**src/rtl/ls_err_cnt_mc.sv**
```systemverilog
// ---------------------------------------------------------------------------
// ls_err_cnt_mc
// Multi-lane shift-register error counter. Each lane waits for a rising edge
// on its DUT output Q, aligns its expected-data stream DATA by a programmable
// delay, compares Q against the aligned DATA bit-by-bit once aligned DATA
// goes high, and keeps a saturating mismatch count.
//
// Ports
//   CLK       in   system clock, all logic on posedge
//   RST       in   synchronous active-high reset
//   EN        in   arm/run; low returns every lane to IDLE
//   CLR_CNT   in   one-cycle pulse, clears counters, SAT and TMO_FLAG
//   DLY_SEL   in   DATA alignment delay (cycles), shared by all lanes
//   Q         in   DUT outputs, one bit per lane
//   DATA      in   expected data, one bit per lane
//   ERR_CNT   out  lane i count at [i*CNT_W +: CNT_W]
//   SAT       out  sticky, lane counter reached all-ones
//   LOCKED    out  lane is in COMPARE
//   TMO_FLAG  out  sticky, lane timed out waiting in SYNCED
//   ERR_ANY   out  OR of all lanes' registered mismatch pulse
// ---------------------------------------------------------------------------
`timescale 1ns/1ps
module ls_err_cnt_mc #(
  parameter int NCH     = 4,
  parameter int CNT_W   = 12,
  parameter int DLY_MAX = 8,
  parameter int TMO     = 255
) (
  input  logic                       CLK,
  input  logic                       RST,
  input  logic                       EN,
  input  logic                       CLR_CNT,
  input  logic [$clog2(DLY_MAX)-1:0] DLY_SEL,
  input  logic [NCH-1:0]             Q,
  input  logic [NCH-1:0]             DATA,
  output logic [NCH*CNT_W-1:0]       ERR_CNT,
  output logic [NCH-1:0]             SAT,
  output logic [NCH-1:0]             LOCKED,
  output logic [NCH-1:0]             TMO_FLAG,
  output logic                       ERR_ANY
);

  localparam int DSEL_W = $clog2(DLY_MAX);
  localparam int WCNT_W = $clog2(TMO + 1);

  localparam logic [1:0] S_IDLE    = 2'd0;
  localparam logic [1:0] S_ARMED   = 2'd1;
  localparam logic [1:0] S_SYNCED  = 2'd2;
  localparam logic [1:0] S_COMPARE = 2'd3;

  localparam logic [WCNT_W-1:0] WCNT_ONE  = WCNT_W'(1);
  localparam logic [WCNT_W-1:0] WCNT_LAST = WCNT_W'(TMO - 1);
  localparam logic [CNT_W-1:0]  CNT_ONE   = CNT_W'(1);

  // Saturating increment: all-ones is sticky.
  function automatic logic [CNT_W-1:0] sat_inc(input logic [CNT_W-1:0] v);
    return (&v) ? v : v + CNT_ONE;
  endfunction

  logic [NCH-1:0]    q_p1, q_p2, q_p3;
  logic [NCH-1:0]    dline [DLY_MAX];
  logic [NCH-1:0]    da_p2;
  logic [DSEL_W-1:0] dly_r;
  logic [1:0]        state [NCH];
  logic [WCNT_W-1:0] wcnt  [NCH];
  logic [NCH-1:0]    err_p3;
  logic [CNT_W-1:0]  cnt   [NCH];
  logic [NCH-1:0]    sat_r, tmo_r;

  logic [NCH-1:0]    edge_det;
  logic [1:0]        nxt_state [NCH];
  logic [WCNT_W-1:0] nxt_wcnt  [NCH];
  logic [NCH-1:0]    tmo_hit;
  logic [NCH-1:0]    cmp_act;
  logic              all_idle;

  assign edge_det = q_p2 & ~q_p3;

  always_comb begin : idle_chk
    all_idle = 1'b1;
    for (int i = 0; i < NCH; i++) begin
      if (state[i] != S_IDLE) all_idle = 1'b0;
    end
  end

  always_comb begin : fsm_next
    for (int i = 0; i < NCH; i++) begin
      nxt_state[i] = state[i];
      nxt_wcnt[i]  = wcnt[i];
      tmo_hit[i]   = 1'b0;
      if (!EN) begin
        nxt_state[i] = S_IDLE;
      end else begin
        case (state[i])
          S_IDLE:  nxt_state[i] = S_ARMED;
          // An edge coinciding with da=1 only syncs; da is looked at again next cycle.
          S_ARMED: begin
            if (edge_det[i]) begin
              nxt_state[i] = S_SYNCED;
              nxt_wcnt[i]  = '0;
            end
          end
          S_SYNCED: begin
            if (da_p2[i]) begin
              nxt_state[i] = S_COMPARE;
            end else if (wcnt[i] == WCNT_LAST) begin
              nxt_state[i] = S_ARMED;
              tmo_hit[i]   = 1'b1;
            end else begin
              nxt_wcnt[i] = wcnt[i] + WCNT_ONE;
            end
          end
          default: ;
        endcase
      end
      // The SYNCED->COMPARE cycle already compares. A lane still in COMPARE
      // while EN drops compares one last time so an in-flight error is kept.
      cmp_act[i] = (state[i] == S_COMPARE) |
                   (EN & (state[i] == S_SYNCED) & da_p2[i]);
    end
  end

  always_ff @(posedge CLK) begin
    if (RST) begin
      q_p1  <= '0;
      q_p2  <= '0;
      q_p3  <= '0;
      for (int k = 0; k < DLY_MAX; k++) dline[k] <= '0;
      da_p2  <= '0;
      dly_r  <= '0;
      err_p3 <= '0;
      sat_r  <= '0;
      tmo_r  <= '0;
      for (int i = 0; i < NCH; i++) begin
        state[i] <= S_IDLE;
        wcnt[i]  <= '0;
        cnt[i]   <= '0;
      end
    end else begin
      // Stage p1..p3: Q input synchronizer and edge history
      q_p1 <= Q;
      q_p2 <= q_p1;
      q_p3 <= q_p2;

      // Stage p2: DATA line; the tap plus the output flop gives DLY_SEL+2 cycles
      dline[0] <= DATA;
      for (int k = 1; k < DLY_MAX; k++) dline[k] <= dline[k-1];
      da_p2 <= dline[dly_r];
      if (all_idle) dly_r <= DLY_SEL;

      // Stage p3: per-lane state, registered mismatch, counters
      for (int i = 0; i < NCH; i++) begin
        state[i]  <= nxt_state[i];
        wcnt[i]   <= nxt_wcnt[i];
        err_p3[i] <= cmp_act[i] & (q_p2[i] ^ da_p2[i]);
        if (CLR_CNT) begin
          cnt[i]   <= '0;
          sat_r[i] <= 1'b0;
          tmo_r[i] <= 1'b0;
        end else begin
          if (err_p3[i]) begin
            cnt[i] <= sat_inc(cnt[i]);
            if (&sat_inc(cnt[i])) sat_r[i] <= 1'b1;
          end
          if (tmo_hit[i]) tmo_r[i] <= 1'b1;
        end
      end
    end
  end

  always_comb begin : outs
    for (int i = 0; i < NCH; i++) begin
      ERR_CNT[i*CNT_W +: CNT_W] = cnt[i];
      LOCKED[i]                 = (state[i] == S_COMPARE);
    end
  end

  assign SAT      = sat_r;
  assign TMO_FLAG = tmo_r;
  assign ERR_ANY  = |err_p3;

endmodule
```
**config.mk**
```make
export PLATFORM = sky130hd
export DESIGN_NAME = ls_err_cnt_mc
export DESIGN_NICKNAME = d
export VERILOG_FILES = /design/src/rtl/ls_err_cnt_mc.sv
export SDC_FILE = /design/constraint.sdc
export NUM_CORES = 1
export LEC_CHECK = 0
export ABC_AREA = 1
export CAP_MARGIN = 15
export CORE_MARGIN = 4
export CORE_UTILIZATION = 50
export DETAILED_ROUTE_END_ITERATION = 8
export GPL_TIMING_DRIVEN = 0
export PLACE_DENSITY = 0.74
export SETUP_SLACK_MARGIN = 0.05
export SLEW_MARGIN = 20
export SYNTH_ARGS = -nofsm -noshare
export SYNTH_HDL_FRONTEND = slang
export SYNTH_SLANG_ARGS = --single-unit
```
**constraint.sdc**
```tcl
create_clock -name CLK -period 1.6 [get_ports CLK]
set_input_delay 0.48 -clock CLK [delete_from_list [all_inputs] [get_ports CLK]]
set_output_delay 0.48 -clock CLK [all_outputs]
set_load 0.05 [all_outputs]
```
==> summary.md <==
| Metric | Value |
|---|---|
| Maximum number of pins on one net before global-route repair | 17 |
| Vias per Instance | 5.36 |
| Starting density of the core | 0.509 |
| Buffer depth of the longest clock path | 2 |
| H-tree depth | 4 |
| Synth Cell Area | 0.00808 sq mm |
| EDFF count, synth | 48 |
| Critical hold path startpoint | q_p1[1] |
| Reg-to-reg critical path startpoint | cnt[0][36] |
| Average instance area after synthesis | between 7 and 8 sq um |
| Number of placement rows | 46 |
| Net count reported at finish | approximately 1400 |
| Layout Area Growth over Synthesis | 53.7% |
| Router iterations before antenna repair | 7 |
| Number of distinct standard cells referenced by the synthesized netlist | 46 |
| Post-DP HPWL | around 13000 um |
| Sequential cell area fraction in the yosys report | 0.434 |
| Count of yosys warnings during synthesis | 0 |
| #FFs+latches synth | 151 |
| Crit share post-route | 1.14 |
| Starting DRC count in detailed routing | 515 |
| Average routed wire per standard cell | 16.0 um |
| Hold Buf Count CTS | 0 |
| Chip width | 135 um |
| Fin util | 0.781 |
| CP required | ~2.0 ns |
| Kind of critical path | reg2reg |
| Main area contributors after synthesis | sky130_fd_sc_hd__dfxtp_1 26%, sky130_fd_sc_hd__edfxtp_1 18%, sky130_fd_sc_hd__nand2_1 9.6% |
| Die Footprint | 0.0183 sq mm |
| Maximum resistive drop on vdd | 0.771 mV |
| Max cap viols | 0 |
| Final number of hold-violating endpoints | 0 |
| Summed negative setup slack over all endpoints | -4.15 ns |
| Via count of the first global-routing pass | between 7000 and 8000 |
| Instance count of the mapped netlist | roughly 1100 |
| Count of boundary I/O pins | 76 |
| Outcome | finished, violations left |
| Failing checks | setup timing |
| Leading cell types by count after synthesis | 206 x sky130_fd_sc_hd__nand2_1, 163 x sky130_fd_sc_hd__nor2_1, 156 x sky130_fd_sc_hd__inv_1 |
| GP Congestion | 0.896 |
| Final std cell area, no fill | between 0.01 and 0.015 sq mm |
| Leakage power figure | ~5 nW |
| Gr ovfl total | 0 |
| Hold Crit Class | reg2reg |
| Clock buffers created by TritonCTS | 17 |
| Predominant post-synthesis flop cell | sky130_fd_sc_hd__dfxtp_1 |
| Dominant cell type by area after synthesis | sky130_fd_sc_hd__dfxtp_1 |
| DP Cell Count | approximately 1400 |
| Number of nets with antenna violations after detailed routing | 0 |
| Vias | between 8000 and 9000 |
| Share of synthesized registers carrying an async set or reset | 0 |
| Number of I/O port buffers | between 70 and 80 |
| Overall routed net length | roughly 25000 um |
| Crit-path max FO | 6 |
| Fin. max-slew vios | 0 |
| Fmax | ~550 MHz |
| Total DRC errors in the routed layout | 0 |
| Area share of the leading cell type in the synthesized netlist | 0.255 |
| Area of the core | between 0.015 and 0.02 sq mm |
| Post-Syn Nets | 1124 |
| Total design power | approximately 9.6 mW |
| Antenna cells | 0 |
| Most repeated cell in the gate-level netlist after synthesis | sky130_fd_sc_hd__nand2_1 |
| Arrival time of the worst setup path | around 2.2 ns |
| Power Density | ~770 mW/mm^2 |
| Fin worst setup slack | -0.221 ns |
| Source-to-sink clock delay at the later pin of the worst-skew pair | approximately 0.44 ns |
| Time the final worst path needs with I/O delays and setup | ~1.8 ns |
| Setup repair after global routing missed its margin | true |
| CP endpoint kind | register |
| Register-to-register path setup slack | -0.22 ns |
| Clock-pin transition on the worst setup and hold timing paths | roughly 0.060 ns |
| Clock Root Buffer | sky130_fd_sc_hd__clkbuf_16 |
| Critical path startpoint category | register |
| Cell area after placement | ~0.0094 sq mm |
| Global-route wire length before repair | roughly 35000 um |
| Total of fill cells in the finished design | around 970 |
| Endpoints failing setup | 56 |
| Beginning of the critical path | cnt[0][36] |
| Final Skew | about 0.012 ns |
| CTS Sinks | 151 |
| Vertical die dimension | 135 um |
| GRT Overall Usage | 0.230 |
| Initial antenna violation count | 0 |
| Layout Cells excl Fill | around 1600 |
| Relative slew margins | 0.553 |
| TritonCTS clock tree | yes |
| Share of post-route cells with drive strength above 1 | 0.416 |
| Least-Margin Pin Slew | between 0.6 and 0.7 ns |
## worst max-delay path, cell delays in order (launching register included)
cell,delay [ns]
sky130_fd_sc_hd__edfxtp_1,0.49
sky130_fd_sc_hd__ha_4,0.21
sky130_fd_sc_hd__nand2_4,0.06
sky130_fd_sc_hd__nor2_4,0.16
sky130_fd_sc_hd__nand3_4,0.16
sky130_fd_sc_hd__buf_6,0.16
sky130_fd_sc_hd__nand3_1,0.09
sky130_fd_sc_hd__nand2_1,0.07
sky130_fd_sc_hd__nor3_2,0.17
sky130_fd_sc_hd__nand2_1,0.07
sky130_fd_sc_hd__a21oi_1,0.11
## per-stage QoR
step | setup slack (ns) | hold slack, ns
after floorplan | -0.384 | 0.388
after global placement | -0.854 | 0.392
after detailed placement | -0.851 | 0.395
after CTS | -0.126 | 0.405
after global routing | -0.295 | 0.429
final | -0.221 | 0.408
## worst paths after layout
| path | cells after the start | end |
|---|---|---|
| worst min-delay path | 2 | q_p2[1] |
| worst max register to register | 10 | SAT[3] |
| worst max-delay path | 10 | SAT[3] |
| worst min register to register | 2 | q_p2[1] |
## where the power goes
part	internal [mW]	switching (mW)
Clock	2.07	1.75
Combinational	0.626	0.872
Sequential	4.07	0.174
Total	6.77	2.80
## logic make-up (layout without fill, tap and decap cells)
group,after synthesis,in the layout,share of synthesized area
xor gates and xnor gates,24,24,0.0260
buffers and inverters,188,469,0.0926
and+or+nand+nor,501,501,0.275
AOI/OAI and AO/OA,175,177,0.118
DFF,151,151,0.434
adders and majority gates,35,35,0.0542
## sequential cells by signal, summed over array words and instances (netlist names)
register	count
cnt	48
err_p3	4
dly_r	3
dline	32
state	8
wcnt	32
TMO_FLAG	4
da_p2	4
q_p3	4
q_p1	4
SAT	4
q_p2	4
## layout by cell type (no fill, tap or decap), types with 8 or more instances in the layout
cell                                n
sky130_fd_sc_hd__nand2_1          154
sky130_fd_sc_hd__buf_4            133
sky130_fd_sc_hd__inv_1            131
sky130_fd_sc_hd__nor2_1           131
sky130_fd_sc_hd__buf_6             86
sky130_fd_sc_hd__dfxtp_1           78
sky130_fd_sc_hd__a21oi_1           49
sky130_fd_sc_hd__edfxtp_1          48
sky130_fd_sc_hd__nand2_2           47
sky130_fd_sc_hd__nand3_1           38
sky130_fd_sc_hd__a21oi_2           37
sky130_fd_sc_hd__o21ai_0           32
sky130_fd_sc_hd__nor2_2            25
sky130_fd_sc_hd__nor2_4            22
sky130_fd_sc_hd__nand4_1           21
sky130_fd_sc_hd__nand3_2           20
sky130_fd_sc_hd__inv_4             17
sky130_fd_sc_hd__inv_2             17
sky130_fd_sc_hd__buf_8             17
sky130_fd_sc_hd__clkbuf_16         17
sky130_fd_sc_hd__ha_1              16
sky130_fd_sc_hd__ha_4              16
sky130_fd_sc_hd__o21ai_2           15
sky130_fd_sc_hd__xor2_1            15
sky130_fd_sc_hd__dfxtp_2           14
sky130_fd_sc_hd__o21ai_1           12
sky130_fd_sc_hd__clkdlybuf4s50_1   12
sky130_fd_sc_hd__dfxtp_4           11
sky130_fd_sc_hd__nand3b_1           9
sky130_fd_sc_hd__a31oi_1            9
sky130_fd_sc_hd__inv_6              8
## routing by layer
layer	wire, um	up-vias	global-route usage
li1	-	4027	-
met1	10100	3973	0.276
met2	12800	337	0.407
met3	1320	87	0.0395
met4	919	0	0.0957
met5	0	-	0
## final cells by class
cell class	count	area [sq um]	area share
Clock inverter	13	105	0.00847
Clock buffer	19	443	0.0357
Tap cell	216	270	0.0218
Buffer	18	125	0.0101
Sequential cell	151	3560	0.287
Timing Repair inverter	1	6.26	0.000504
Inverter	168	687	0.0553
Multi-Input combinational cell	737	4880	0.393
Timing Repair Buffer	250	2330	0.188
## repair_timing
action                                  CTS  global route
setup buffers                           109            69
resized for setup                       527           233
endpoints found under the setup margin  155           148
pin swaps                                46           106
cloned                                    4             0
Note: power is estimated with default switching activity, not from simulation.
